<file path="src/rtl/chip8_mem_pkg.sv">
// chip8_mem_pkg: owner encodings and memory-map constants shared by the CHIP-8
// CPU, PPU, video scanout and the RAM arbiter.
`default_nettype none

package chip8_mem_pkg;

    typedef enum logic [1:0] {
        OWN_NONE = 2'd0,
        OWN_CPU  = 2'd1,
        OWN_PPU  = 2'd2,
        OWN_VID  = 2'd3
    } owner_t;

    localparam logic [11:0] FONT_BASE = 12'h000;
    localparam logic [11:0] FB_BASE   = 12'h100;
    localparam int unsigned FB_SIZE   = 256;
    localparam logic [11:0] PROG_BASE = 12'h200;

    localparam logic RR_CPU = 1'b0;
    localparam logic RR_PPU = 1'b1;

    // Inclusive lower bound, exclusive upper bound.
    function automatic logic in_window(input logic [31:0] addr,
                                       input logic [31:0] base,
                                       input logic [31:0] size);
        return (addr >= base) && (addr < (base + size));
    endfunction

endpackage

`default_nettype wire

</file>
<file path="src/rtl/chip8_rr_pick2.sv">
// chip8_rr_pick2: two-way round-robin picker. Bit 0 is the CPU, bit 1 the PPU;
// i_ptr names the preferred requester when both ask.
`default_nettype none

module chip8_rr_pick2
    import chip8_mem_pkg::*;
(
    input  logic [1:0] i_req,
    input  logic       i_ptr,
    output logic [1:0] o_gnt,
    output logic       o_next_ptr
);

    always_comb begin
        o_gnt = 2'b00;
        case (i_req)
            2'b01:   o_gnt = 2'b01;
            2'b10:   o_gnt = 2'b10;
            2'b11:   o_gnt = (i_ptr == RR_PPU) ? 2'b10 : 2'b01;
            default: o_gnt = 2'b00;
        endcase
    end

    always_comb begin
        o_next_ptr = i_ptr;
        if (o_gnt[0]) begin
            o_next_ptr = RR_PPU;
        end else if (o_gnt[1]) begin
            o_next_ptr = RR_CPU;
        end
    end

endmodule

`default_nettype wire

</file>
<file path="src/rtl/chip8_mem_arbiter.sv">
// chip8_mem_arbiter: single-port CHIP-8 RAM arbiter for CPU, PPU and video.
// Video wins in bounded bursts; CPU and PPU alternate round-robin.
`default_nettype none

module chip8_mem_arbiter
    import chip8_mem_pkg::*;
#(
    parameter int                ADDR_W        = 12,
    parameter int                DATA_W        = 8,
    parameter int                VID_MAX_BURST = 8,
    parameter logic [ADDR_W-1:0] FB_BASE       = ADDR_W'(chip8_mem_pkg::FB_BASE)
) (
    input  logic              clk,
    input  logic              rst_n,

    input  logic              i_cpu_req,
    input  logic              i_cpu_we,
    input  logic [ADDR_W-1:0] i_cpu_addr,
    input  logic [DATA_W-1:0] i_cpu_wdata,
    output logic              o_cpu_gnt,
    output logic              o_cpu_rvalid,
    output logic [DATA_W-1:0] o_cpu_rdata,

    input  logic              i_ppu_req,
    input  logic              i_ppu_we,
    input  logic [ADDR_W-1:0] i_ppu_addr,
    input  logic [DATA_W-1:0] i_ppu_wdata,
    output logic              o_ppu_gnt,
    output logic              o_ppu_rvalid,
    output logic [DATA_W-1:0] o_ppu_rdata,

    input  logic              i_vid_req,
    input  logic [ADDR_W-1:0] i_vid_addr,
    output logic              o_vid_gnt,
    output logic              o_vid_rvalid,
    output logic [DATA_W-1:0] o_vid_rdata,

    output logic [ADDR_W-1:0] o_ram_addr,
    output logic              o_ram_we,
    output logic [DATA_W-1:0] o_ram_wdata,
    input  logic [DATA_W-1:0] i_ram_rdata,

    output logic              o_fb_err
);

    logic              r_run;
    owner_t            r_pend;
    logic              r_rr_ptr;
    logic [3:0]        r_burst_cnt;
    logic [ADDR_W-1:0] r_ram_addr;
    logic              r_fb_err;

    logic              w_cp_any;
    logic              w_burst_full;
    logic              w_vid_gnt;
    logic [1:0]        w_pick_req;
    logic [1:0]        w_pick_gnt;
    logic              w_next_ptr;
    logic              w_cpu_gnt;
    logic              w_ppu_gnt;
    logic              w_fb_hit;
    logic [ADDR_W-1:0] w_addr;
    logic              w_we;
    logic [DATA_W-1:0] w_wdata;
    owner_t            w_read_owner;

    assign w_cp_any     = i_cpu_req | i_ppu_req;
    assign w_burst_full = (r_burst_cnt == 4'(VID_MAX_BURST));

    // r_run holds off all grants until the first clock after reset release.
    assign w_vid_gnt  = r_run & i_vid_req & ~(w_burst_full & w_cp_any);
    assign w_pick_req = {i_ppu_req, i_cpu_req} & {2{r_run & ~w_vid_gnt}};

    chip8_rr_pick2 u_pick (
        .i_req      (w_pick_req),
        .i_ptr      (r_rr_ptr),
        .o_gnt      (w_pick_gnt),
        .o_next_ptr (w_next_ptr)
    );

    assign w_cpu_gnt = w_pick_gnt[0];
    assign w_ppu_gnt = w_pick_gnt[1];
    assign w_fb_hit  = in_window(32'(i_ppu_addr), 32'(FB_BASE), FB_SIZE);

    always_comb begin
        w_addr       = r_ram_addr;
        w_we         = 1'b0;
        w_wdata      = '0;
        w_read_owner = OWN_NONE;
        if (w_vid_gnt) begin
            w_addr       = i_vid_addr;
            w_read_owner = OWN_VID;
        end else if (w_cpu_gnt) begin
            w_addr       = i_cpu_addr;
            w_we         = i_cpu_we;
            w_wdata      = i_cpu_wdata;
            w_read_owner = i_cpu_we ? OWN_NONE : OWN_CPU;
        end else if (w_ppu_gnt) begin
            w_addr       = i_ppu_addr;
            w_we         = i_ppu_we & w_fb_hit;
            w_wdata      = i_ppu_wdata;
            w_read_owner = i_ppu_we ? OWN_NONE : OWN_PPU;
        end
    end

    always_ff @(posedge clk or negedge rst_n) begin
        if (!rst_n) begin
            r_run       <= 1'b0;
            r_pend      <= OWN_NONE;
            r_rr_ptr    <= RR_CPU;
            r_burst_cnt <= 4'd0;
            r_ram_addr  <= '0;
            r_fb_err    <= 1'b0;
        end else begin
            r_run    <= 1'b1;
            r_pend   <= w_read_owner;
            r_rr_ptr <= w_next_ptr;
            if (w_vid_gnt | w_cpu_gnt | w_ppu_gnt) begin
                r_ram_addr <= w_addr;
            end
            if (w_cpu_gnt | w_ppu_gnt | ~w_cp_any) begin
                r_burst_cnt <= 4'd0;
            end else if (w_vid_gnt && !w_burst_full) begin
                r_burst_cnt <= r_burst_cnt + 4'd1;
            end
            if (w_ppu_gnt & i_ppu_we & ~w_fb_hit) begin
                r_fb_err <= 1'b1;
            end
        end
    end

    assign o_cpu_gnt    = w_cpu_gnt;
    assign o_ppu_gnt    = w_ppu_gnt;
    assign o_vid_gnt    = w_vid_gnt;
    assign o_cpu_rvalid = (r_pend == OWN_CPU);
    assign o_ppu_rvalid = (r_pend == OWN_PPU);
    assign o_vid_rvalid = (r_pend == OWN_VID);
    assign o_cpu_rdata  = i_ram_rdata;
    assign o_ppu_rdata  = i_ram_rdata;
    assign o_vid_rdata  = i_ram_rdata;
    assign o_ram_addr   = w_addr;
    assign o_ram_we     = w_we;
    assign o_ram_wdata  = w_wdata;
    assign o_fb_err     = r_fb_err;

endmodule

`default_nettype wire

</file>
<file path="config.mk">
export PLATFORM = sky130hd
export DESIGN_NAME = chip8_mem_arbiter
export DESIGN_NICKNAME = d
export VERILOG_FILES = /design/src/rtl/chip8_mem_pkg.sv /design/src/rtl/chip8_rr_pick2.sv /design/src/rtl/chip8_mem_arbiter.sv
export SDC_FILE = /design/constraint.sdc
export NUM_CORES = 1
export LEC_CHECK = 0
export ABC_AREA = 1
export ABC_CLOCK_PERIOD_IN_PS = 2600
export CAP_MARGIN = 20
export CORE_AREA = 2 2 66 80
export CTS_BUF_LIST = sky130_fd_sc_hd__clkbuf_8 sky130_fd_sc_hd__clkbuf_16
export CTS_CLUSTER_SIZE = 16
export DETAILED_ROUTE_END_ITERATION = 10
export DIE_AREA = 0 0 68 82
export GPL_ROUTABILITY_DRIVEN = 1
export PLACE_DENSITY = 0.79
export SETUP_SLACK_MARGIN = 0.4
export SLEW_MARGIN = 10
export SYNTH_ARGS = -nofsm -noshare
export SYNTH_HDL_FRONTEND = slang
export SYNTH_HIERARCHICAL = 1
export SYNTH_SLANG_ARGS = --single-unit
</file>
<file path="constraint.sdc">
create_clock -name clk -period 2.6 [get_ports clk]
set_input_delay 0.26 -clock clk [delete_from_list [all_inputs] [get_ports clk]]
set_output_delay 0.26 -clock clk [all_outputs]
set_load 0.02 [all_outputs]
</file>
==> summary.md, run 1 <==
| Metric | Value |
|---|---|
| Antenna viol nets, final | 0 |
| Setup CP Type | flop to primary output |
| Most frequent cells in the layout | nand2_1 (76), clkdlybuf4s50_1 (62), buf_4 (36) |
| Final Total Pwr | 1220 uW |
| HP Class | input pin to async pin |
| Buffers on Ports | 86 |
| Global-route wire length before repair | 7350 um |
| Final #Nets | 398 |
| Iteration-0 DRC Markers | 39 |
| N_diodes | 0 |
| Max-cap check violation count | 0 |
| # IOs | 119 |
| Crit path largest cell delay | a little under 0.4 ns |
| Bufs on Longest Clock Path | 2 |
| Crit-path slowest cell | dfrtp_1 |
| Layout cell share with drive strength beyond 1 | 0.375 |
| CORE AREA | 4830 sq um |
| TritonCTS buffer count | 3 |
| Fin. max-slew vios | 0 |
| Drt first pass iters | 4 |
| Final Wtd Congestion | 0.769 |
| Sequential area share after synthesis | 0.324 |
| #FFs+latches synth | 21 |
| Area growth, synth to finish | 76.6% |
| DP Wirelength | 3760 um |
| Most common cell after layout, fill and taps aside | nand2_1 |
| Distinct cells, synth | 27 |
| # rows | 28 |
| Sw frac | 0.355 |
| DR vias/cell | 4.55 |
| Seq pwr share | 0.321 |
| Gr ovfl total | 0 |
| Clock root buffer | clkbuf_8 |
| Final Hold Vio Count | 0 |
| Status | complete, no violations |
| Pre-CTS setup slack | -0.327 ns |
| Cells along the critical path | inv_2 -> ha_4 -> nand3_4 -> nand2_4 -> nand2_4 -> nor3_4 -> inv_2 -> a21oi_4 -> buf_4 -> nand2_1 -> nand3_1 -> nand2_1 -> nand2_2 -> buf_4 |
| Cell Area, Synth | 1620 sq um |
| Max FO, Critical Path | 9 |
| Number of global-route vias before repair | 1672 |
| Ys Warns | 6 |
| Crit path DAT | 2.27 ns |
| H-tree Lvls | 1 |
| Leading area contributor after synthesis | dfrtp_1 |
| P_leak | roughly 0.0014 uW |
| Die span in x | 68 um |
| Max VDD drop | 0.225 mV |
| Pwr dens | 427 nW/um^2 |
| Initial antenna violation count | 0 |
| Initial core utilization | 0.335 |
| Synth top area share | 0.324 |
| Skew-Pair Late Insertion Delay | 0.26 ns |
| WL final | 4980 um |
| Highest clock rate | about 400 MHz |
| Final worst setup slack | 0.0729 ns |
| Overall Global Routing Usage | 0.176 |
| Final hold slack | between 0.3 and 0.4 ns |
| RSZ-0062 raised after global routing | yes |
| DR vias | 1765 |
| Largest net degree at the start of global routing | 22 |
| Post-DR wirelength/cell | 12.8 um |
| Area contributors post-synth | dfrtp_1 (32%), nand2_1 (22%), buf_4 (12%) |
| Detailed-route DRC error count | 0 |
| CTS tree | done |
| Die area | 5580 sq um |
| Internal power | 789 uW |
| Gate Count Post-Synth | 237 |
| Setup violators final | 0 |
| Max Clock Skew | 0.00144 ns |
| Comb pwr share | 0.507 |
| Min Clock Period, post-route | approximately 2.5 ns |
| Worst setup SP type | flop |
| Crit end category | primary output |
| Critical path required time | 2.34 ns |
| Synth Net Count | between 300 and 400 |
| Syn avg cell area | 6.84 sq um |
| Tcrit/Tclk final | 0.972 |
| Clock share of power | 0.171 |
| CTS sink cnt | 21 |
| P_sw | 433 uW |
| Clock slew at reported path FFs | 0.08 ns |
| DIE HEIGHT | between 80 and 90 um |
==> worst max-delay path: cells and delay by family (launching register included) <==
family	cells	cell delay [ns]
AO/OA/AOI/OAI	1	0.27
AND/OR/NAND/NOR	8	0.67
flip-flops	1	0.39
adder cells (fa/ha/maj)	1	0.15
buffers and inverters	4	0.52
==> power groups by stage <==
stage	Sequential [uW]	Clock [uW]	Combinational (uW)
final	393	209	620
after global routing	398	231	675
after CTS	392	221	592
after detailed placement	398	0	567
after global placement	396	0	558
after floorplan	394	0	362
==> metal layers <==
layer | vias to the layer above | global-route usage | routed length, um | part of all wire
li1 | 892 | - | - | -
met3 | 15 | 0.0247 | 330 | 0.066
met5 | - | 0 | 0 | 0
met2 | 64 | 0.332 | 2740 | 0.55
met1 | 794 | 0.191 | 1820 | 0.37
met4 | 0 | 0.0700 | 92 | 0.018
==> cells in the mapped netlist (all sizes together) <==
library cell,n
nand2,102
buf,32
inv,23
dfrtp,21
nor2,18
nand3,17
a22oi,8
o21ai,3
ha,2
nand4,2
nor3,2
a21oi,1
a31oi,1
conb,1
o211ai,1
o31ai,1
or2,1
xor2,1
==> timing repair <==
action	CTS	global route
setup buffers	7	6
setup endpoints to repair	27	27
endpoints found under the hold margin	0	0
hold buffers	0	0
gates resized for setup	136	14
pin swaps	12	5
==> per-stage QoR <==
step / std cells / setup TNS, ns / util / cell area (sq um)
finish: 388 / 0 / 0.592 / 2860
global route: 388 / -0.920 / 0.592 / 2860
CTS: 381 / 0 / 0.571 / 2760
detailed placement: 370 / -6.04 / 0.540 / 2610
global placement: 370 / -4.89 / 0.540 / 2610
floorplan: 237 / 0 / - / 1780
==> sequential cells by signal (all words and copies together) (netlist names) <==
name,count
r_burst_cnt,4
r_pend,2
r_run,1
r_ram_addr,12
r_rr_ptr,1
o_fb_err,1
==> cells by family after synthesis <==
logic type | count (synthesis) | synth area share
AO/OA/AOI/OAI | 15 | 0.0625
other | 1 | 0.00231
flip-flops | 21 | 0.324
buffers and inverters | 55 | 0.204
AND/OR/NAND/NOR | 142 | 0.387
XOR/XNOR | 1 | 0.00540
adder cells (fa/ha/maj) | 2 | 0.0154
==> area by class of cell <==
| cell class | instances | area (sq um) |
|---|---|---|
| clock buffers | 3 | 41.3 |
| repair buffers | 119 | 1150 |
| flip-flops and latches | 21 | 526 |
| inverters | 23 | 91.3 |
| multi-input cells | 161 | 980 |
| well taps | 60 | 75.1 |
| fillers | 444 | 1970 |
| clock inverters | 1 | 3.75 |
==> final timing paths <==
kind,startpoint,endpoint,slack (ns),cells past startpoint
min in group clk,i_ram_rdata[0],o_vid_rdata[0],0.52,0
setup reg to reg,r_burst_cnt[0]$_DFFE_PN0P_,r_burst_cnt[1]$_DFFE_PN0P_,0.46,15
hold reg to reg,o_fb_err$_DFFE_PN0P_,o_fb_err$_DFFE_PN0P_,0.53,1
hold / removal,rst_n,o_fb_err$_DFFE_PN0P_,0.33,1
setup / recovery,r_burst_cnt[0]$_DFFE_PN0P_,o_ram_addr[11],0.07,14
max in group asynchronous,rst_n,r_ram_addr[4]$_DFFE_PN0P_,1.82,2
Power figures use the tool's default switching activity.
==> run 2, diff against run 1 <==
Settings changed: SKIP_LAST_GASP from default to 1.
==> run 2 against run 1 <==
Compared with the run above:
- power shrank 0.94%
- combinational power down 2%
- wire length about the same
- worst hold slack worse by 0.0038 ns
==> summary.md, run 2 (synthesis results as in run 1) <==
| Metric | Value |
|---|---|
| # IOs | 119 (unchanged) |
| Max reg flops | 12 (unchanged) |
| Skew-Pair Late Insertion Delay | 0.26 ns (about the same) |
| GRT busiest layer | met2 |
| Max Clock Skew | 0.00111 ns (-0.000336 ns) |
| Crit end category | primary output |
| HP Class | input pin to async pin |
| P_leak | 0.00138 uW (-1.1%) |
| WL final | 4970 um (about the same) |
| Register with the most flip-flops | r_ram_addr |
| Met1 GRT Util | 0.191 (unchanged) |
| Post-DR wirelength/cell | 12.8 um (about the same) |
| Crit. Startpoint | r_burst_cnt[0]$_DFFE_PN0P_ |
| Tcrit/Tclk final | 0.973 (+0.00152) |
| Drt first pass iters | 4 (unchanged) |
| Layout Utilization | 0.586 (-0.00621) |
| Fill cells | 446 (+0.45%) |
| Number of global-route vias before repair | 1672 (unchanged) |
| Fin. max-slew vios | 0 (unchanged) |
| Max FO, Critical Path | 12 (+3) |
| Setup violators final | 0 (unchanged) |
| Antenna viol nets, final | 0 (unchanged) |
| DR vias | 1762 (-0.17%) |
| CORE AREA | 4830 sq um (unchanged) |
| Clock slew at reported path FFs | 0.08 ns (about the same) |
| Global-route wire length before repair | 7350 um (unchanged) |
| Critical path required time | 2.34 ns (about the same) |
| Initial antenna violation count | 0 (unchanged) |
| Largest net degree at the start of global routing | 22 (unchanged) |
| Gr ovfl total | 0 (unchanged) |
| Pwr dens | 427 nW/um^2 (+0.11%) |
| Final Hold Vio Count | 0 (unchanged) |
| Max VDD drop | 0.217 mV (-3.6%) |
| Initial core utilization | 0.335 (unchanged) |
| Overall Global Routing Usage | 0.176 (unchanged) |
| CTS sink cnt | 21 (unchanged) |
| Pre-CTS setup slack | -0.327 ns (unchanged) |
| RSZ-0062 raised after global routing | yes |
| Worst setup SP type | flop |
| Max-cap check violation count | 0 (unchanged) |
| Bufs on Longest Clock Path | 2 (unchanged) |
| Die span in x | 68 um (unchanged) |
| DP Wirelength | 3760 um (unchanged) |
| Most frequent cells in the layout | nand2_1 (77), clkdlybuf4s50_1 (62), buf_4 (39) |
| TritonCTS buffer count | 3 (unchanged) |
| Status | complete, no violations |
| Die area | 5580 sq um (unchanged) |
| Detailed-route DRC error count | 0 (unchanged) |
| CTS tree | done |
| Final Wtd Congestion | 0.769 (unchanged) |
| Top flop regs | r_ram_addr: 12 flops, r_burst_cnt: 4 flops, r_pend: 2 flops |
| Most common cell after layout, fill and taps aside | nand2_1 |
| Layout cell share with drive strength beyond 1 | 0.363 (-0.0122) |
| Final #Nets | 398 (unchanged) |
| Clock root buffer | clkbuf_8 |
| DR vias/cell | 4.54 (-0.17%) |
| N_diodes | 0 (unchanged) |
| Area growth, synth to finish | 74.8% |
| Min Clock Period, post-route | 2.53 ns (+0.00394 ns) |
| Reg2reg start | r_burst_cnt[0]$_DFFE_PN0P_ |
| Setup CP Type | flop to primary output |
| H-tree Lvls | 1 (unchanged) |
| Met3 Use GR | 0.0247 (unchanged) |
| Final worst setup slack | 0.0690 ns (-0.00394 ns) |
| Buffers on Ports | 86 (unchanged) |
| Highest clock rate | 395 MHz (-0.16%) |
| Cts hold-fix bufs | 0 (unchanged) |
| # rows | 28 (unchanged) |
| DIE HEIGHT | 82 um (unchanged) |
| Iteration-0 DRC Markers | 37 (-5.1%) |
| Crit path DAT | 2.27 ns (about the same) |
| Met2 Resource Use GR | 0.332 (unchanged) |
-- run 2: cell count changes in the layout (fill, tap and decap cells not counted) --
cell	before	now
nand2_2	17	16
buf_4	36	39
clkdlybuf4s15_1	1	0
dlygate4sd2_1	0	1
nand3_2	3	0
nand3_1	13	16
nand2_1	76	77
buf_6	16	13
-- run 2: worst max-delay path, stage by stage, from the launching register on --
cell,delay (ns)
dfrtp_1,0.39
inv_2,0.08
ha_4,0.15
nand3_4,0.08
nand2_4,0.08
nand2_4,0.07
nor3_4,0.19
nand2_2,0.11
nand2_4,0.11
inv_4,0.05
nor2_4,0.14
buf_12,0.14
nand2_1,0.05
nand3_1,0.08
nand2_2,0.08
nand2_4,0.06
buf_4,0.13
-- run 2: report_power, final --
part	switching (uW)	leakage (uW)	total, uW	internal, uW
Clock	105	0.0000269	210	105
Combinational	303	0.00109	608	305
Sequential	21.6	0.000260	392	371
-- run 2: path summary, 6_finish.rpt --
kind / to / slack (ns) / cells past startpoint
max reg2reg: r_burst_cnt[1]$_DFFE_PN0P_ / 0.46 / 15
max: o_ram_addr[8] / 0.07 / 16
min: o_fb_err$_DFFE_PN0P_ / 0.32 / 1
min reg2reg: o_fb_err$_DFFE_PN0P_ / 0.53 / 1
min in group clk: o_vid_rdata[0] / 0.52 / 0
max in group asynchronous: r_ram_addr[4]$_DFFE_PN0P_ / 1.83 / 2
-- run 2: final cells by class --
cell class | count | area [sq um] | share of cell area
clock buffer | 3 | 41.3 | 0.0146
clock inverter | 1 | 3.75 | 0.00132
inverter | 23 | 91.3 | 0.0322
multi-input combinational | 161 | 962 | 0.340
sequential | 21 | 526 | 0.185
tap | 60 | 75.1 | 0.0265
timing repair buffer | 119 | 1130 | 0.400
-- run 2: metrics by stage --
step                      setup TNS [ns]  power [uW]  cell area, sq um  hold slack [ns]  cells
final                                  0        1210              2830            0.323    388
after global routing               -1.03        1290              2830            0.338    388
after CTS                              0        1210              2760            0.520    381
after detailed placement           -6.04         966              2610            0.507    370
after global placement             -4.89         954              2610            0.499    370
after floorplan                        0         756              1780          -0.0356    237
-- run 2: repair_timing --
action,CTS,global route
setup buffers,7,6
pin swaps,12,5
cloned,0,0
resized for setup,136,6
setup endpoints to repair,27,27
-- run 2: layer usage --
layer  vias up  part of all wire
li1        891                 -
met1       789              0.36
met2        67              0.55
met3        15             0.069
met4         0             0.020
met5         -                 0
